==> src/rtl/spi_slave_responder18.sv <==
// rtl/spi_slave_responder18.sv - SPI slave responder, all CPOL/CPHA modes; define SPI_SLAVE_LSB_FIRST_EN for LSB-first
module spi_slave_responder18 #(
   parameter int DW          = 8,
   parameter int SYNC_STAGES = 2
) (
   input  logic          pclk18,
   input  logic          n_p_reset18,
   input  logic          cpol18,
   input  logic          cpha18,
   input  logic          sclk_in18,
   input  logic          n_ss_in18,
   input  logic          si18,
   output logic          so18,
   output logic          n_so_en18,
   input  logic [DW-1:0] tx_data18,
   input  logic          tx_valid18,
   output logic          tx_ready18,
   output logic [DW-1:0] rx_data18,
   output logic          rx_valid18,
   output logic          tx_underrun18,
   output logic          frame_abort18
);

   localparam int CW = $clog2(DW + 1);
   localparam logic [CW-1:0] LAST_BIT = CW'(DW - 1);

   typedef enum logic [1:0] {IDLE, LOAD, SHIFT} state_t;
   state_t state, state_next;

   logic [SYNC_STAGES-1:0] sclk_sync, ss_sync, si_sync;
   logic sclk_s, ss_s, si_s;
   logic sclk_prev, ss_prev;
   logic lead_edge, trail_edge, sample_edge, drive_edge, ss_fall;

   logic [DW-1:0] hold_reg, tx_sr, rx_sr;
   logic          hold_full;
   logic [CW-1:0] bit_cnt;
   logic          underrun_pend;

   logic          do_load, first_load, do_sample, do_drive, word_done, end_frame, abort;

   logic [DW-1:0] load_word, load_shifted, tx_sr_shifted, rx_sr_next;
   logic          load_bit, tx_out_bit;

   assign sclk_s = sclk_sync[SYNC_STAGES-1];
   assign ss_s   = ss_sync[SYNC_STAGES-1];
   assign si_s   = si_sync[SYNC_STAGES-1];

   assign lead_edge   = (sclk_s != cpol18) && (sclk_prev == cpol18);
   assign trail_edge  = (sclk_s == cpol18) && (sclk_prev != cpol18);
   assign sample_edge = cpha18 ? trail_edge : lead_edge;
   assign drive_edge  = cpha18 ? lead_edge : trail_edge;
   assign ss_fall     = ss_prev && !ss_s;

   assign tx_ready18 = !hold_full;
   // An empty holding register sends all ones in either bit order.
   assign load_word  = hold_full ? hold_reg : {DW{1'b1}};

`ifdef SPI_SLAVE_LSB_FIRST_EN
   assign load_bit      = load_word[0];
   assign load_shifted  = {1'b0, load_word[DW-1:1]};
   assign tx_out_bit    = tx_sr[0];
   assign tx_sr_shifted = {1'b0, tx_sr[DW-1:1]};
   assign rx_sr_next    = {si_s, rx_sr[DW-1:1]};
`else
   assign load_bit      = load_word[DW-1];
   assign load_shifted  = {load_word[DW-2:0], 1'b0};
   assign tx_out_bit    = tx_sr[DW-1];
   assign tx_sr_shifted = {tx_sr[DW-2:0], 1'b0};
   assign rx_sr_next    = {rx_sr[DW-2:0], si_s};
`endif

   // Input synchronisers plus one extra stage per line for edge detection.
   always_ff @(posedge pclk18 or negedge n_p_reset18) begin
      if (!n_p_reset18) begin
         sclk_sync <= '0;
         ss_sync   <= '1;
         si_sync   <= '0;
         sclk_prev <= 1'b0;
         ss_prev   <= 1'b1;
      end else begin
         sclk_sync <= {sclk_sync[SYNC_STAGES-2:0], sclk_in18};
         ss_sync   <= {ss_sync[SYNC_STAGES-2:0], n_ss_in18};
         si_sync   <= {si_sync[SYNC_STAGES-2:0], si18};
         sclk_prev <= sclk_s;
         ss_prev   <= ss_s;
      end
   end

   // FSM state register.
   always_ff @(posedge pclk18 or negedge n_p_reset18) begin
      if (!n_p_reset18) state <= IDLE;
      else              state <= state_next;
   end

   // Next state and per-cycle datapath strobes.
   always_comb begin
      state_next = state;
      do_load    = 1'b0;
      first_load = 1'b0;
      do_sample  = 1'b0;
      do_drive   = 1'b0;
      word_done  = 1'b0;
      end_frame  = 1'b0;
      abort      = 1'b0;
      case (state)
         IDLE: begin
            if (ss_fall) state_next = LOAD;
         end
         LOAD: begin
            do_load    = 1'b1;
            first_load = 1'b1;
            state_next = SHIFT;
         end
         SHIFT: begin
            if (sample_edge) begin
               do_sample = 1'b1;
               if (bit_cnt == LAST_BIT) begin
                  word_done = 1'b1;
                  // Reload only if the master keeps the frame open.
                  do_load   = !ss_s;
               end
            end else if (drive_edge && (cpha18 || bit_cnt != '0)) begin
               // With cpha=0 the new word's first bit is already on so18.
               do_drive = 1'b1;
            end
            if (ss_s) begin
               end_frame  = 1'b1;
               abort      = (bit_cnt != '0) && !word_done;
               state_next = IDLE;
            end
         end
         default: state_next = IDLE;
      endcase
   end

   // Transmit holding register: accept from the port, release on load.
   always_ff @(posedge pclk18 or negedge n_p_reset18) begin
      if (!n_p_reset18) begin
         hold_reg  <= '0;
         hold_full <= 1'b0;
      end else if (tx_valid18 && tx_ready18) begin
         hold_reg  <= tx_data18;
         hold_full <= 1'b1;
      end else if (do_load && hold_full) begin
         hold_full <= 1'b0;
      end
   end

   // Shift registers, bit counter and status pulses.
   always_ff @(posedge pclk18 or negedge n_p_reset18) begin
      if (!n_p_reset18) begin
         tx_sr         <= '0;
         rx_sr         <= '0;
         bit_cnt       <= '0;
         so18          <= 1'b0;
         n_so_en18     <= 1'b1;
         rx_data18     <= '0;
         rx_valid18    <= 1'b0;
         tx_underrun18 <= 1'b0;
         frame_abort18 <= 1'b0;
         underrun_pend <= 1'b0;
      end else begin
         rx_valid18    <= 1'b0;
         tx_underrun18 <= 1'b0;
         frame_abort18 <= abort;
         if (do_sample) begin
            rx_sr   <= rx_sr_next;
            bit_cnt <= word_done ? '0 : bit_cnt + CW'(1);
            if (word_done) begin
               rx_data18  <= rx_sr_next;
               rx_valid18 <= 1'b1;
            end
            // A back-to-back word that was reloaded empty only underruns once it is clocked.
            if (bit_cnt == '0 && underrun_pend) begin
               tx_underrun18 <= 1'b1;
               underrun_pend <= 1'b0;
            end
         end
         if (do_drive) begin
            so18  <= tx_out_bit;
            tx_sr <= tx_sr_shifted;
         end
         if (do_load) begin
            tx_sr     <= cpha18 ? load_word : load_shifted;
            if (!cpha18) so18 <= load_bit;
            bit_cnt   <= '0;
            n_so_en18 <= 1'b0;
            if (first_load) tx_underrun18 <= !hold_full;
            else            underrun_pend <= !hold_full;
         end
         if (end_frame) begin
            n_so_en18     <= 1'b1;
            bit_cnt       <= '0;
            rx_sr         <= '0;
            underrun_pend <= 1'b0;
         end
      end
   end

endmodule

==> config.mk <==
export PLATFORM = sky130hd
export DESIGN_NAME = spi_slave_responder18
export DESIGN_NICKNAME = d
export VERILOG_FILES = /design/src/rtl/spi_slave_responder18.sv
export SDC_FILE = /design/constraint.sdc
export NUM_CORES = 1
export LEC_CHECK = 0
export BUFFER_PORTS_ARGS = -buffer_cell sky130_fd_sc_hd__buf_2
export CAP_MARGIN = 40
export CORE_MARGIN = 2
export CORE_UTILIZATION = 55
export CTS_CLUSTER_DIAMETER = 40
export DETAILED_ROUTE_END_ITERATION = 8
export GPL_ROUTABILITY_DRIVEN = 1
export GPL_TIMING_DRIVEN = 0
export PLACE_DENSITY = 0.82
export RECOVER_POWER = 25
export SLEW_MARGIN = 20
export SYNTH_ARGS = -nofsm -noshare
export SYNTH_HDL_FRONTEND = slang
export SYNTH_SLANG_ARGS = --single-unit
==> constraint.sdc <==
create_clock -name pclk18 -period 2.7 [get_ports pclk18]
set_clock_uncertainty 0.1 [all_clocks]
set_input_delay 0.81 -clock pclk18 [delete_from_list [all_inputs] [get_ports pclk18]]
set_output_delay 0.81 -clock pclk18 [all_outputs]
set_load 0.02 [all_outputs]
* Word level (Yosys, flattened, before mapping)
Cells that the tools add are included.
** Word-level totals
- Input bits :: 16
- Flip-flop bits (word level) :: 52
- Word-level logic and storage cells :: 100
** Operators by class
- Eq/ne operators :: 9
- Mux-type cells :: 50
- Add/subtract/negate cells :: 1
- Reduce and logical (&&, ||, !) cells :: 22
** Operators with widths (count)
- $mux W1 :: 36
- $mux W8 :: 4
- $mux W4 :: 4
- $mux W7 :: 2
- $logic_and A1 B1 Y1 :: 8
- $reduce_bool A2 Y1 :: 4
- $pmux W2 S3 :: 1
- $add A4 B1 Y4 const B :: 1
- $eq A4 B3 Y1 const B :: 1
- $logic_not A4 Y1 :: 1
- $mux W2 :: 2
- $ne A2 B2 Y1 const B :: 2
- $reduce_and A2 Y1 :: 2
- $reduce_bool A4 Y1 :: 1
- $logic_not A1 Y1 :: 3
- $reduce_bool A3 Y1 :: 1
- $eq A1 B1 Y1 :: 2
- $eq A2 B1 Y1 const B :: 1
- $eq A2 B2 Y1 const B :: 1
- $logic_not A2 Y1 :: 1
- $ne A1 B1 Y1 :: 2
- $pmux W1 S2 :: 1
- $logic_or A1 B1 Y1 :: 1

* Logic depth before layout (Yosys ltp)
Gate-level depths: netlist of the first run.
- Depth in word-level cells :: 10
- Gate-level depth with buffers :: 8
- Gate-level depth less buffers :: 7

* Worst setup path after synthesis of the first run
Ideal clock, no wire load.
- Path kind :: in2reg
- From :: in cpha18
- To :: reg tx_sr[1]
- Data required time :: 2.462 ns
- Stages on the path :: 7
- Setup slack :: 0.436 ns
- Arrival time :: 2.026 ns
- Cell sequence :: buf_6 > xnor2_4 > mux2_4 > a31oi_4 > buf_6 > a2111oi_0 > a21oi_1
** On the way
- Longest elaborated chain between the ends :: 6
** Ends and longest elaborated chain
- from (decl) :: RTL line 9 : input logic cpha18,
- $mux W1 / $logic_or A1 B1 Y1 (equally long branches) :: RTL line 52, 123
- $logic_and A1 B1 Y1 :: RTL line 123 : end else if (drive_edge && (cpha18 || bit_cnt != '0)) begin
- $mux W1 :: RTL line 123
- $mux W1 :: RTL line 116 : if (sample_edge) begin
- $mux W1 :: RTL line 106 : case (state)
- $reduce_bool A2 Y1 (no line)
- to (signal assigned) :: RTL line 182 : tx_sr <= tx_sr_shifted;
- to (signal assigned) :: RTL line 185 : tx_sr <= cpha18 ? load_word : load_shifted;
- to (decl) :: RTL line 35 : logic [DW-1:0] hold_reg, tx_sr, rx_sr;
Several ways; a longest one is shown, not always the timed one.
A chain may end at the register's enable or synchronous reset.

* Worst setup path after layout of the first run
- From :: reg state[0]
- To :: reg tx_sr[7]
** On the way
- Longest elaborated chain between the ends :: 3
** Ends and longest elaborated chain
- from (decl) :: RTL line 28 : state_t state, state_next;
- from (signal assigned) :: RTL line 93 : else state <= state_next;
- $eq A2 B2 Y1 / $eq A2 B1 Y1 (equally long branches) :: RTL line 106
- $pmux W1 S2 / $mux W1 (equally long branches) :: RTL line 106
- $mux W8 / $reduce_bool A2 Y1 (equally long branches)
Several ways; a longest one is shown, not always the timed one.

==> results of run 1 <==
[cells by family after synthesis]
group | synth area share
XOR/XNOR | 0.0155
adder cells (fa/ha/maj) | 0.0321
multiplexers | 0.149
buffers and inverters | 0.0337
flip-flops | 0.558
AND/OR/NAND/NOR | 0.101
AO/OA/AOI/OAI | 0.111
[worst max-delay path, stage by stage, from the launching register on]
cell       delay [ps]
dfrtp_1           390
inv_1             120
ha_1              220
nor4bb_1          290
mux2_4            280
a31oi_4           110
buf_6             170
a2111oi_0         480
a21oi_1            80
[through the flow]
step | setup WS, ps | hold WS (ps) | utilization
finish | 335 | 257 | 0.661
global route | 117 | 272 | 0.661
CTS | 365 | 259 | 0.661
detailed placement | 228 | 237 | 0.634
global placement | 209 | 234 | 0.627
floorplan | 436 | 231 | -
[area by class of cell]
type                    count  area share
plain buffers               7      0.0182
repair buffers             29      0.0621
inverters                   8      0.0112
flip-flops and latches     52       0.487
multi-input cells         118       0.357
clock inverters             2      0.0145
well taps                  50      0.0233
clock buffers               6      0.0271
[per-layer routing]
| metal | vias to the layer above | share of wire | global-route usage |
|---|---|---|---|
| li1 | 734 | - | - |
| met1 | 724 | 0.47 | 0.250 |
| met2 | 29 | 0.46 | 0.283 |
| met3 | 7 | 0.040 | 0.0494 |
| met4 | 0 | 0.022 | 0.0784 |
| met5 | - | 0 | 0 |
[where the power goes]
group / switching [uW] / total, uW / internal (uW)
combinational: 366 / 677 / 311
clock: 252 / 532 / 280
sequential: 110 / 1080 / 966
total: 728 / 2290 / 1560
[path summary, 6_finish.rpt]
| path | start | endpoint | slack, ps | cells past startpoint |
|---|---|---|---|---|
| worst max-delay path | state[0]$_DFFE_PN0P_ | tx_sr[7]$_DFFE_PN0P_ | 330 | 8 |
| worst min-delay path | si_sync[0]$_DFF_PN0_ | si_sync[1]$_DFF_PN0_ | 260 | 0 |
| worst max register to register | state[0]$_DFFE_PN0P_ | tx_sr[7]$_DFFE_PN0P_ | 330 | 8 |
| worst min register to register | si_sync[0]$_DFF_PN0_ | si_sync[1]$_DFF_PN0_ | 260 | 0 |
| max in group asynchronous | n_p_reset18 | bit_cnt[0]$_DFFE_PN0P_ | 840 | 1 |
| min in group asynchronous | n_p_reset18 | rx_data18[3]$_DFFE_PN0P_ | 770 | 1 |
[cell usage in the layout, fill, tap and decap left out, types with 2 or more instances in the layout]
cell and instances:
ha_1 6, o21ai_0 4, nand2b_1 2, nor2_1 6, nand2_1 11, dfrtp_1 48
a21oi_1 11, buf_2 30, dfstp_2 3, mux2i_1 13, nand3_1 5, nor4bb_1 2
buf_6 2, a22o_1 6, clkbuf_1 3, clkbuf_8 5, nor2b_1 8, mux2_2 16
and3_1 2, nor3b_1 2, a2111oi_0 7, inv_1 7
==> impl_metrics.json, run 1 <==
{
  "outcome": "finished, violations left",
  "violated_checks": "max-capacitance violations, max-slew violations",
  "multi_input_combinational_cell_area_um2": 956,
  "synth_top_cell_area_share": 0.513,
  "synth.cell_area_um2": 2340,
  "proportion_of_synthesized_chip_area_in_sequential_cells": 0.558,
  "first_global_vias": 1436,
  "relSlewSlack": -0.0232,
  "startpoint_type": "flop",
  "synth.net_count": 207,
  "track_usage": 0.185,
  "ios": 30,
  "finalInstanceArea_um2": 2680,
  "die_area_um2": 4790,
  "finalNonFillerCells": 272,
  "power.density_cell_area_nw_per_um2": 852,
  "avgRoutedWirePerCell_um": 14.5,
  "synth.ff_latch_count": 52,
  "drt-pass1-iter-count": 4,
  "post_cts_resized": 0,
  "crit_required_ps": 2770,
  "achievable-frequency_ghz": 0.423,
  "detail_route.drc_violations": 0,
  "edff_count_synth": 0,
  "clock_tree_from_tritoncts": "yes",
  "fillCellCount": 315,
  "worstSkewPairLatency_ps": 310,
  "die_width_um": 69.2,
  "min_period_ps": 2370,
  "worstSetupPathType": "flop to flop",
  "cts_buffer_depth": 2,
  "cts_htree_levels": 2,
  "power_consumption_uw": 2290,
  "crit_path_max_fanout": 10,
  "grt_antenna_before_repair": 0,
  "cts_inserted_buffers": 5,
  "power.leakage_uw": 0.00132,
  "dpl-instance-area_um2": 2570,
  "finalMaxSlewViolations": 27,
  "postCtsHoldBufs": 0,
  "portion_of_the_clock_cycle_consumed_by_the_worst_path_in_the_final_layout": 0.876,
  "ys_async_sr_fraction": 1.00,
  "area_delta_synth_final_pct": 14.5,
  "hold_path.class": "flop to flop",
  "finalWeightedCongestion": 0.796,
  "synth_flop_cell": "dfrtp_1",
  "max_cap_violations": 1,
  "clk_root_buffer_cell": "clkbuf_8",
  "worstMarginPinSlew_ps": 1530,
  "hold_viol_final": 0,
  "globalRouteOverflowTotal": 0,
  "ys_top_cells_by_area": "dfrtp_1 51%, mux2_2 7.7%, mux2i_1 5.6%, dfstp_2 4.5%, ha_1 3.2%",
  "vias": 1494,
  "route.antenna.remaining_nets": 0,
  "effective_utilization_at_floorplan": 0.577,
  "cell_types_with_the_highest_counts_after_synthesis": "48 x dfrtp_1, 16 x mux2_2, 13 x mux2i_1",
  "detailed_place_hpwl_um": 2820,
  "vdd_ir_drop_max_v": 0.000525,
  "yosysMostFrequentCell": "dfrtp_1",
  "std_cell_rows": 23,
  "setup.worst_path.end_class": "flop",
  "largest_net_degree_at_the_start_of_global_routing": 28,
  "data_arrival_time_at_the_worst_slack_endpoint_ps": 2440,
  "drt-total-wl_um": 3940,
  "drt_iter0_drc": 69,
  "placement.io_buffers": 28,
  "syn_inst": 185,
  "tritoncts_num_sinks": 52,
  "post_synth_num_cell_types": 40,
  "final_net_count": 243,
  "grt_setup_unrepaired": "no",
  "placed_cells": 264,
  "ys.warnings.count": 0,
  "n_antenna_cell": 0,
  "floorplan.core_area_um2": 4060,
  "setup_violations": 0,
  "largest_area_contributor_in_the_synthesized_netlist": "dfrtp_1",
  "global_route_wire_length_before_repair_um": 7020,
  "post-cts-setup-buffer-count": 0,
  "drive_above_1_share": 0.302,
  "path_clk_slew_ps": 90,
  "syn_avg_cell_area_um2": 12.7,
  "y_dimension_of_the_die_um": 69.2,
  "route.detailed.vias_per_inst": 5.49,
  "area.sequential_um2": 1310,
  "setup_total_negative_slack_ps": 0
}
Power figures use the tool's default switching activity.
==> run 2, diff against run 1 <==
Settings changed: CORE_UTILIZATION 55 to 30, PLACE_DENSITY 0.82 to 0.53, SKIP_LAST_GASP set to 1.
==> run 2 against run 1 <==
Compared with the run above: clock-buffer cell count fell by 1; largest cell class unchanged; hold slack got worse by 3.6 ps; cell area rose by 2.4%; critical path depth did not move; utilization fell by 30 points; highest routed layer unchanged; non-clock buffer count fell by 1; worst setup slack improved by 7.3 ps; power rose by 4.3%; critical path type unchanged; routed wire length rose by 0.61%; cell count rose by 19%; clock power rose by 20%; the run now ends clean.
==> impl_metrics.json, run 2 (synthesis gave the netlist of run 1 again) <==
{
  "worstRegToRegCells": 8,
  "cts_inserted_buffers": 5,
  "setup.worst_path.end_class": "flop",
  "final_net_count": 242,
  "min_period_ps": 2360,
  "track_usage": 0.104,
  "relSlewSlack": 0.150,
  "finalWeightedCongestion": 0.762,
  "cts_buffer_depth": 2,
  "power.share.sequential": 0.452,
  "comb_power_share": 0.281,
  "most_common_cell_after_layout_fill_and_taps_aside": "dfrtp_1",
  "worstPathCellList": "inv_1 > ha_1 > nor4bb_1 > mux2_4 > a31oi_4 > buf_6 > a2111oi_0 > a21oi_1",
  "cts_htree_levels": 2,
  "startpoint_type": "flop",
  "detailed_place_hpwl_um": 2800,
  "die_width_um": 92.3,
  "data_arrival_time_at_the_worst_slack_endpoint_ps": 2420,
  "portion_of_the_clock_cycle_consumed_by_the_worst_path_in_the_final_layout": 0.873,
  "regToRegEndpoint": "tx_sr[6]$_DFFE_PN0P_",
  "path_clk_slew_ps": 90,
  "rrSetupSlack_ps": 340,
  "area_delta_synth_final_pct": 17.3,
  "clk_root_buffer_cell": "clkbuf_8",
  "globalRouteOverflowTotal": 0,
  "hold_depth": 0,
  "r2r-start": "state[0]$_DFFE_PN0P_",
  "largest_net_degree_at_the_start_of_global_routing": 53,
  "power.switching_uw": 739,
  "crit_required_ps": 2770,
  "effective_utilization_at_floorplan": 0.306,
  "placement.io_buffers": 28,
  "route.antenna.remaining_nets": 0,
  "clock_tree_from_tritoncts": "yes",
  "drt-pass1-iter-count": 4,
  "hold_viol_final": 0,
  "final_cell_mix": "48 x dfrtp_1, 30 x buf_2, 16 x mux2_2",
  "cpMaxStageDelayCell": "a2111oi_0",
  "crit_path_max_fanout": 10,
  "drt_iter0_drc": 47,
  "drive_above_1_share": 0.308,
  "detail_route.drc_violations": 0,
  "finalNonFillerCells": 323,
  "y_dimension_of_the_die_um": 92.3,
  "ios": 30,
  "part_of_the_power_in_the_clock_network": 0.267,
  "vdd_ir_drop_max_v": 0.000360,
  "power.leakage_uw": 0.00132,
  "post-cts-setup-buffer-count": 0,
  "setup_violations": 0,
  "avgRoutedWirePerCell_um": 12.3,
  "hold_path.class": "flop to flop",
  "std_cell_rows": 32,
  "critPathMaxStageDelay_ps": 450,
  "placed_cells": 315,
  "achievable-frequency_ghz": 0.424,
  "route.detailed.vias_per_inst": 4.55,
  "first_global_vias": 1489,
  "floorplan.core_area_um2": 7650,
  "worstMarginPinSlew_ps": 1280,
  "max_cap_violations": 0,
  "worstSkewPairLatency_ps": 310,
  "hold_path_end": "si_sync[1]$_DFF_PN0_",
  "post_cts_resized": 0,
  "finalInstanceArea_um2": 2750,
  "grt_setup_unrepaired": "no",
  "power.density_cell_area_nw_per_um2": 868,
  "vias": 1470,
  "die_area_um2": 8530,
  "drt-total-wl_um": 3960,
  "global_route_wire_length_before_repair_um": 7000,
  "worstSetupPathType": "flop to flop",
  "n_antenna_cell": 0,
  "power_report.internal_total_uw": 1640,
  "tritoncts_num_sinks": 52,
  "holdWs_ps": 253,
  "power_consumption_uw": 2380,
  "hold_start": "si_sync[0]$_DFF_PN0_",
  "postCtsHoldBufs": 0,
  "finalMaxSlewViolations": 0,
  "dpl-instance-area_um2": 2610,
  "outcome": "finished, final reports clean",
  "grt_antenna_before_repair": 0,
  "setup_total_negative_slack_ps": 0,
  "sw_frac_of_total": 0.310
}
run 2: worst max path at each step:
stage / start / to / slack, ps / depth (start not counted)
floorplan: cpha18 / tx_sr[1]$_DFFE_PN0P_ / 440 / 7
global placement: cpha18 / tx_sr[5]$_DFFE_PN0P_ / 190 / 7
detailed placement: cpha18 / tx_sr[6]$_DFFE_PN0P_ / 210 / 7
CTS: state[0]$_DFFE_PN0P_ / tx_sr[6]$_DFFE_PN0P_ / 320 / 8
global route: state[0]$_DFFE_PN0P_ / tx_sr[6]$_DFFE_PN0P_ / 90 / 8
finish: state[0]$_DFFE_PN0P_ / tx_sr[6]$_DFFE_PN0P_ / 340 / 8
run 2: cell type report:
class                   instances  area (um^2)
fillers                       761         4900
flip-flops and latches         52         1310
multi-input cells             118          956
repair buffers                 28          140
well taps                     102          128
clock buffers                   5         68.8
clock inverters                 3         68.8
plain buffers                   7         48.8
inverters                       8         30.0
run 2: critical path, delay by kind of cell, from the launching register on:
family                     cells  cell delay, ps
AOI/OAI and AO/OA              3             630
adders and majority gates      1             240
buffers and inverters          2             290
DFF                            1             390
muxes                          1             280
and+or+nand+nor                1             300
run 2: metal layers:
metal | wire length [um] | vias to the layer above | global-route usage | part of all wire
li1 | - | 725 | - | -
met3 | 98 | 6 | 0.0203 | 0.025
met1 | 1920 | 719 | 0.135 | 0.48
met2 | 1850 | 20 | 0.167 | 0.47
met5 | 0 | - | 0 | 0
met4 | 91 | 0 | 0.0485 | 0.023
run 2: power groups by stage:
stage	Sequential [uW]	Clock, uW	Combinational [uW]
final	1080	636	669
after global routing	1110	692	754
after CTS	1080	663	681
after detailed placement	1100	0	681
after global placement	1090	0	671
after floorplan	1090	0	505
run 2: per-stage QoR:
| step | util | setup WS (ps) |
|---|---|---|
| finish | 0.359 | 342 |
| CTS | 0.359 | 321 |
| global placement | 0.341 | 192 |
| floorplan | - | 436 |
| global route | 0.359 | 91.5 |
| detailed placement | 0.341 | 209 |
